[src/rtl/freq_counter_pkg.sv]
// Shared types and constants for the frequency counter gate controller.
package freq_counter_pkg;

    typedef enum logic [2:0] {
        IDLE = 3'd0,
        LOAD = 3'd1,
        GATE = 3'd2,
        WAIT = 3'd3,
        EVAL = 3'd4
    } state_t;

    localparam logic [6:0] HI_THRESH             = 7'd100;
    localparam logic [6:0] LO_THRESH             = 7'd10;
    localparam int         DEFAULT_UPDATE_PERIOD = 1200;

endpackage

[src/rtl/gate_timer.sv]
// Loadable down-counter; done flags the final counted cycle (count <= 1).
module gate_timer #(
    parameter int BITS = 12
) (
    input  logic            clk,
    input  logic            reset,
    input  logic            load,
    input  logic [BITS-1:0] load_val,
    input  logic            dec,
    output logic            done
);

    logic [BITS-1:0] count_q;
    logic [BITS-1:0] count_d;

    always_comb begin
        count_d = count_q;
        if (load) begin
            count_d = load_val;
        end else if (dec && (count_q != '0)) begin
            count_d = count_q - 1'b1;
        end
    end

    always_ff @(posedge clk or posedge reset) begin
        if (reset) begin
            count_q <= '0;
        end else begin
            count_q <= count_d;
        end
    end

    assign done = (count_q <= BITS'(1));

endmodule

[src/rtl/freq_gate_controller.sv]
// Measurement-window sequencer for the frequency counter: loadable gate period,
// result wait with timeout, and optional auto-ranging enabled by FREQ_AUTORANGE_EN.
module freq_gate_controller
    import freq_counter_pkg::*;
#(
    parameter int BITS           = 12,
    parameter int UPDATE_PERIOD  = DEFAULT_UPDATE_PERIOD,
    parameter int NUM_RANGES     = 4,
    parameter int RESULT_TIMEOUT = 16
) (
    input  logic            clk,
    input  logic            reset,
    input  logic            enable,
    input  logic [BITS-1:0] period_in,
    input  logic            period_load,
    input  logic [6:0]      edge_count,
    input  logic            count_valid,
    output logic [BITS-1:0] period,
    output logic            gate,
    output logic            start,
    output logic [1:0]      range,
    output logic            over_range,
    output logic            timeout_err
);

    localparam logic [1:0] MAX_RANGE = 2'(NUM_RANGES - 1);

    state_t          state_q, state_d;
    logic [BITS-1:0] base_q, base_d;
    logic [BITS-1:0] period_q, period_d;
    logic [1:0]      range_q, range_d;
    logic            over_range_q, over_range_d;
    logic            timeout_err_q, timeout_err_d;
    logic [6:0]      result_q, result_d;
    logic            first_q, first_d;

    logic [BITS-1:0] base_eff;
    logic [BITS-1:0] shifted;
    logic [BITS-1:0] eff_period;
    logic [1:0]      shift;
    logic            win_done;
    logic            to_done;

    // A load strobe coinciding with LOAD must already affect this window.
    always_comb begin
        base_eff   = period_load ? period_in : base_q;
        shift      = (range_q > MAX_RANGE) ? MAX_RANGE : range_q;
        shifted    = base_eff >> shift;
        eff_period = (shifted == '0) ? BITS'(1) : shifted;
    end

    gate_timer #(.BITS(BITS)) u_window (
        .clk      (clk),
        .reset    (reset),
        .load     (state_q == LOAD),
        .load_val (eff_period),
        .dec      (state_q == GATE),
        .done     (win_done)
    );

    // Re-armed in every state except WAIT, so each WAIT gets the full budget.
    gate_timer #(.BITS(BITS)) u_timeout (
        .clk      (clk),
        .reset    (reset),
        .load     (state_q != WAIT),
        .load_val (BITS'(RESULT_TIMEOUT)),
        .dec      (state_q == WAIT),
        .done     (to_done)
    );

    always_ff @(posedge clk or posedge reset) begin
        if (reset) begin
            state_q       <= IDLE;
            base_q        <= BITS'(UPDATE_PERIOD);
            period_q      <= BITS'(UPDATE_PERIOD);
            range_q       <= 2'd0;
            over_range_q  <= 1'b0;
            timeout_err_q <= 1'b0;
            result_q      <= 7'd0;
            first_q       <= 1'b0;
        end else begin
            state_q       <= state_d;
            base_q        <= base_d;
            period_q      <= period_d;
            range_q       <= range_d;
            over_range_q  <= over_range_d;
            timeout_err_q <= timeout_err_d;
            result_q      <= result_d;
            first_q       <= first_d;
        end
    end

    always_comb begin
        state_d = state_q;
        case (state_q)
            IDLE: if (enable) state_d = LOAD;
            LOAD: state_d = GATE;
            GATE: if (win_done) state_d = WAIT;
            WAIT: begin
                if (count_valid) begin
                    state_d = EVAL;
                end else if (to_done) begin
                    state_d = enable ? LOAD : IDLE;
                end
            end
            EVAL: state_d = enable ? LOAD : IDLE;
            default: state_d = IDLE;
        endcase
    end

    always_comb begin
        base_d        = period_load ? period_in : base_q;
        period_d      = (state_q == LOAD) ? eff_period : period_q;
        result_d      = ((state_q == WAIT) && count_valid) ? edge_count : result_q;
        first_d       = (state_q == LOAD);
        timeout_err_d = timeout_err_q |
                        ((state_q == WAIT) && !count_valid && to_done);
        range_d       = range_q;
        over_range_d  = over_range_q;
        if (state_q == EVAL) begin
`ifdef FREQ_AUTORANGE_EN
            over_range_d = (result_q >= HI_THRESH) && (range_q == MAX_RANGE);
            if ((result_q >= HI_THRESH) && (range_q < MAX_RANGE)) begin
                range_d = range_q + 2'd1;
            end else if ((result_q < LO_THRESH) && (range_q != 2'd0)) begin
                range_d = range_q - 2'd1;
            end
`else
            over_range_d = (result_q >= HI_THRESH);
`endif
        end
    end

    always_comb begin
        gate        = (state_q == GATE);
        start       = (state_q == GATE) && first_q;
        period      = period_q;
        range       = range_q;
        over_range  = over_range_q;
        timeout_err = timeout_err_q;
    end

endmodule

[config.mk]
export PLATFORM = sky130hd
export DESIGN_NAME = freq_gate_controller
export DESIGN_NICKNAME = d
export VERILOG_FILES = /design/src/rtl/freq_counter_pkg.sv /design/src/rtl/gate_timer.sv /design/src/rtl/freq_gate_controller.sv
export SDC_FILE = /design/constraint.sdc
export NUM_CORES = 1
export LEC_CHECK = 0
export ABC_AREA = 1
export CAP_MARGIN = 0
export CORE_ASPECT_RATIO = 0.75
export CORE_MARGIN = 4
export CORE_UTILIZATION = 30
export DETAILED_ROUTE_END_ITERATION = 6
export DONT_BUFFER_PORTS = 1
export PLACE_DENSITY = 0.43
export SLEW_MARGIN = 5
export SYNTH_ARGS = -nofsm -noshare
export SYNTH_HDL_FRONTEND = slang
export SYNTH_HIERARCHICAL = 1
export SYNTH_SLANG_ARGS = --single-unit
[constraint.sdc]
create_clock -name clk -period 2.6 [get_ports clk]
set_input_delay 0.26 -clock clk [delete_from_list [all_inputs] [get_ports clk]]
set_output_delay 0.26 -clock clk [all_outputs]
set_load 0.05 [all_outputs]
# Yosys cells after proc, flatten, opt, wreduce, memory -nomap -nowiden
# Cells that the tools add are included.
# word_totals
n_memories,0
elab_cells,49
out_inout_bits,18
ff_bits,61
ram_bits,0
latch_bits,0
romBits,0
# op_classes
muxes,12
n_eq_ne,8
shift,0
div_mod_pow,0
bitwise_logic,1
magnitude_cmp,3
n_mul,0
n_reduce_logical,14
add_sub_neg,2
# op_table
cell,n
$mux 12,6
$le 12x1->1 const B,2
$reduce_bool 12->1,2
$sub 12x1->12 const B,2
$pmux 3 s5,1
$logic_not 12->1,1
$mux 3,4
$ge 7x7->1 const B,1
$eq 3x2->1 const B,2
$logic_and 1x1->1,6
$ne 2x2->1 const B,2
$reduce_bool 2->1,2
$eq 3x1->1 const B,1
$eq 3x3->1 const B,1
$logic_not 3->1,1
$ne 3x2->1 const B,1
$ne 3x3->1 const B,1
$reduce_and 3->1,1
$logic_not 1->1,1
$mux 1,1
$or 1x1->1,1

# Depth between registers and ports, before layout
# depth
ltp_word,4
mapped_depth,12
ltp_nobuf,11

# Modules after synthesis
# Netlist, hierarchy kept.
# by_module_without_submodules
module,seq_area_each_um2,cells_per_inst,area_per_inst_um2,instances
gate_timer,300.3,140,978.4,2
freq_gate_controller,885.8,207,1645.3,1

# Least setup slack after synthesis
# Ideal clock, no wire load.
# synth_path
kind,register -> output
from,reg state_q[2]
to,out start
path_stages_with_launch,5
path_slack_ns,0.222
arrival_time_ns,2.118
path_cell_list,dfrtp_1 -> or2_1 -> nor2_2 -> inv_1 -> nor2_1
# synth_via
elab_chain_len,2
# synth_rtl
element,line,text
"start, declared",freq_gate_controller.sv:28,"state_t state_q, state_d;"
"start signal, assigned",freq_gate_controller.sv:82,state_q <= state_d;
$eq 3x2->1,n/a,
named net gate,freq_gate_controller.sv:19,"output logic gate,"
$logic_and 1x1->1,freq_gate_controller.sv:136,start = (state_q == GATE) && first_q;
"end, declared",freq_gate_controller.sv:20,"output logic start,"
# The timed path passes the listed nets, and every way through them passes these cells.

# Worst setup path after layout
# layout_path
from,reg state_q[2]
to,out start
# layout_via
elab_chain_len,2
# layout_rtl
element,line
$eq 3x2->1,freq_gate_controller.sv:136
$logic_and 1x1->1,freq_gate_controller.sv:136
# Every way passes these cells.

==> summary.md <==
| Metric | Value |
|---|---|
| CP cell instances | `or2_1, nor2_2, inv_1, nor2_1, buf_4` |
| Synth top area cells | `dfrtp_1 (35%), nand2_1 (17%), inv_1 (6.8%)` |
| Clock Skews | `0.003030 ns` |
| Grt ovf | `0` |
| Tot Pwr | `2.225 mW` |
| Final hold violations | `0` |
| Ys async rst share | `100.0%` |
| CP max-delay cell | `dfrtp_1` |
| #FFs+latches synth | `59` |
| Post-synth cell types | `37` |
| H-tree levels | `3` |
| Post-DP HPWL | `6.240 mm` |
| Ant. Diodes | `0` |
| Max frequency | `0.4776 GHz` |
| Via density | `4.357` |
| Synth area leader | `dfrtp_1` |
| Top FF cell, synth | `dfrtp_1` |
| Synth Warn # | `6` |
| Die H | `102.9 um` |
| Worst-case hold slack | `0.04451 ns` |
| Setup TNS | `0 ns` |
| Die X | `134.5 um` |
| Row cnt | `34` |
| Initial DRC count | `207` |
| Critical Path RT | `2.34 ns` |
| GP Congestion | `0.7901` |
| Min-delay worst type | `primary input to flop` |
| Worst EP arrival | `1.83 ns` |
| RSZ-0062 raised after global routing | `no` |
| Syn Std Cell Area | `3602 um2` |
| Share of cells above drive strength 1 | `18.54%` |
| R2R depth | `10` |
| Starting Density | `30.90%` |
| IO buf count | `0` |
| Post-synth top area share | `35.43%` |
| Worst path max stage delay | `0.46 ns` |
| Synth cell count leaders | `nand2_1 (160), inv_1 (65), dfrtp_1 (51)` |
| First-pass GRT wire length | `14.50 mm` |
| Pin count of the biggest net entering global routing | `25` |
| Area growth syn-to-layout | `13.48%` |
| Status | `finished clean` |
| Top-count cell post-synth | `nand2_1` |
| Wire per inst | `12.75 um` |
| CP max FO | `7` |
| Util after Layout | `35.07%` |
| CTS Buf Count | `9` |
| CP Capture Type | `output port` |
| Routed Antenna Nets | `0` |
| Root buffer cell | `clkbuf_16` |
| Pre-CTS setup slack | `0.7095 ns` |
| Post_cts resized | `0` |
| Clock slew at reported path FFs | `0.05 ns` |
| Pwr dens | `544.2 nW/um2` |
| Tcrit/Tclk final | `80.53%` |
| Final WL | `8.529 mm` |
| Worst-skew pair later-pin latency | `0.33 ns` |
| DR vias | `2915` |
| I/O pins | `42` |
| Maximum clock path buffer count | `2` |
| Max-cap viol count | `0` |
| Final setup fails | `0` |
| Post-synth EDFFs | `0` |
| Core ar. | `11660 um2` |
| Post-synthesis sequential area ratio | `41.26%` |
| Max VDD drop | `260.5 uV` |
| Gr usage total | `13.47%` |
| Worst Max-Slew Pin Slew | `0.5491 ns` |
| Crit path kind | `flop to output port` |
| Net count, final | `532` |
| Vias in the first global route | `2796` |
| Clock sinks | `59` |
| # fillers | `1271` |
| Slew Viols, Final | `0` |
| Max transition margin | `63.36%` |
| Slack of the critical path | `0.5063 ns` |
| Leak | `2.071 nW` |
| Worst hold stages | `2` |
| CTS tree | `yes` |
| Drt first pass iters | `4` |
| Synthesized instance count | `487` |
| DRC | `0` |
| Post-route minimum period | `2.094 ns` |
| Die area | `13840 um2` |
| Syn_area_per_cell | `7.397 um2` |
| Initial antenna violation count | `0` |
| Startpoint types | `flop` |
-- critical path, delay by kind of cell, from the launching register on --
| kind | cells | cell delay [ns] |
|---|---|---|
| buffers and inverters | 2 | 0.34 |
| and+or+nand+nor | 3 | 0.71 |
| DFF | 1 | 0.46 |
-- final cells by class --
cell class                      count  area [um2]  share of cell area [%]
Timing Repair Buffer                8       62.56                   1.530
Clock buffer                       10       239.0                   5.846
Inverter                           77       290.3                   7.101
Clock inverter                      6       41.29                   1.010
Multi-Input combinational cell    347        1765                   43.19
Tap cell                          162       202.7                   4.959
Sequential cell                    59        1486                   36.36
-- through the flow --
step / instance area (um2) / cells
after detailed placement: 3797 / 652
after global placement: 3797 / 652
after CTS: 4088 / 669
after floorplan: 3647 / 499
after global routing: 4088 / 669
final: 4088 / 669
-- layer usage --
metal	track usage [%]	wire length [um]	vias up
li1	-	-	1517
met1	19.74	4552	1331
met2	18.69	3389	51
met3	3.805	389	16
met4	5.243	198	0
met5	0	0	-
-- registers in the layout (all words and copies together) (netlist names) --
name	count
period	12
timeout_err	1
state_q	3
first_q	1
over_range	1
u_timeout/count_q	12
u_window/count_q	12
result_q	5
base_q	12
-- timing repair --
item                      4_1_cts  5_1_grt
hold buffers                    1        0
setup buffers                   0        0
hold endpoints to repair       35        0
-- worst paths after layout --
| check | start | endpoint | slack, ns |
|---|---|---|---|
| worst max-delay path | state_q[2]$_DFFE_PP0P_ | start | 0.51 |
| worst min-delay path | edge_count[4] | result_q[4]$_DFFE_PP0P_ | 0.04 |
| worst max register to register | u_timeout/count_q[0]$_DFFE_PP0P_ | state_q[1]$_DFFE_PP0P_ | 0.72 |
| worst min register to register | base_q[0]$_DFF_PP0_ | base_q[0]$_DFF_PP0_ | 0.47 |
| max in group asynchronous | reset | base_q[5]$_DFF_PP1_ | 1.40 |
| min in group asynchronous | reset | timeout_err$_DFF_PP0_ | 0.46 |
-- power breakdown --
part           internal (mW)  switching, mW
Clock                  0.668          0.445
Combinational         0.0410          0.105
Sequential             0.949         0.0166
-- kinds of logic (layout without fill, tap and decap cells) --
logic type	after synthesis	in the layout	share of synthesized area (%)
DFF	59	59	41.26
AOI/OAI and AO/OA	36	36	6.148
adders and majority gates	6	6	2.084
buffers and inverters	93	101	10.98
other	2	14	0.2085
xor gates and xnor gates	6	6	1.459
and+or+nand+nor	285	285	37.86
-- placed cells by master (no fill, tap or decap), types with 3 or more instances in the layout --
cell type	netlist	final
o21ai_0	10	10
nor2_2	7	7
inv_2	11	11
nand2_1	160	160
inv_1	65	65
nand2_2	18	18
dfstp_2	8	8
nor2_1	25	25
nand2_4	5	5
nand3_1	47	47
clkinvlp_4	0	3
clkbuf_16	0	9
o21ai_2	8	8
nor4_1	3	3
conb_1	2	14
nor2_4	6	6
o21ai_1	11	11
nand4_1	3	3
dfrtp_1	51	51
clkinv_2	1	3
ha_1	6	6
xor2_1	4	4
buf_4	2	7
Note: power is estimated with default switching activity, not from simulation.
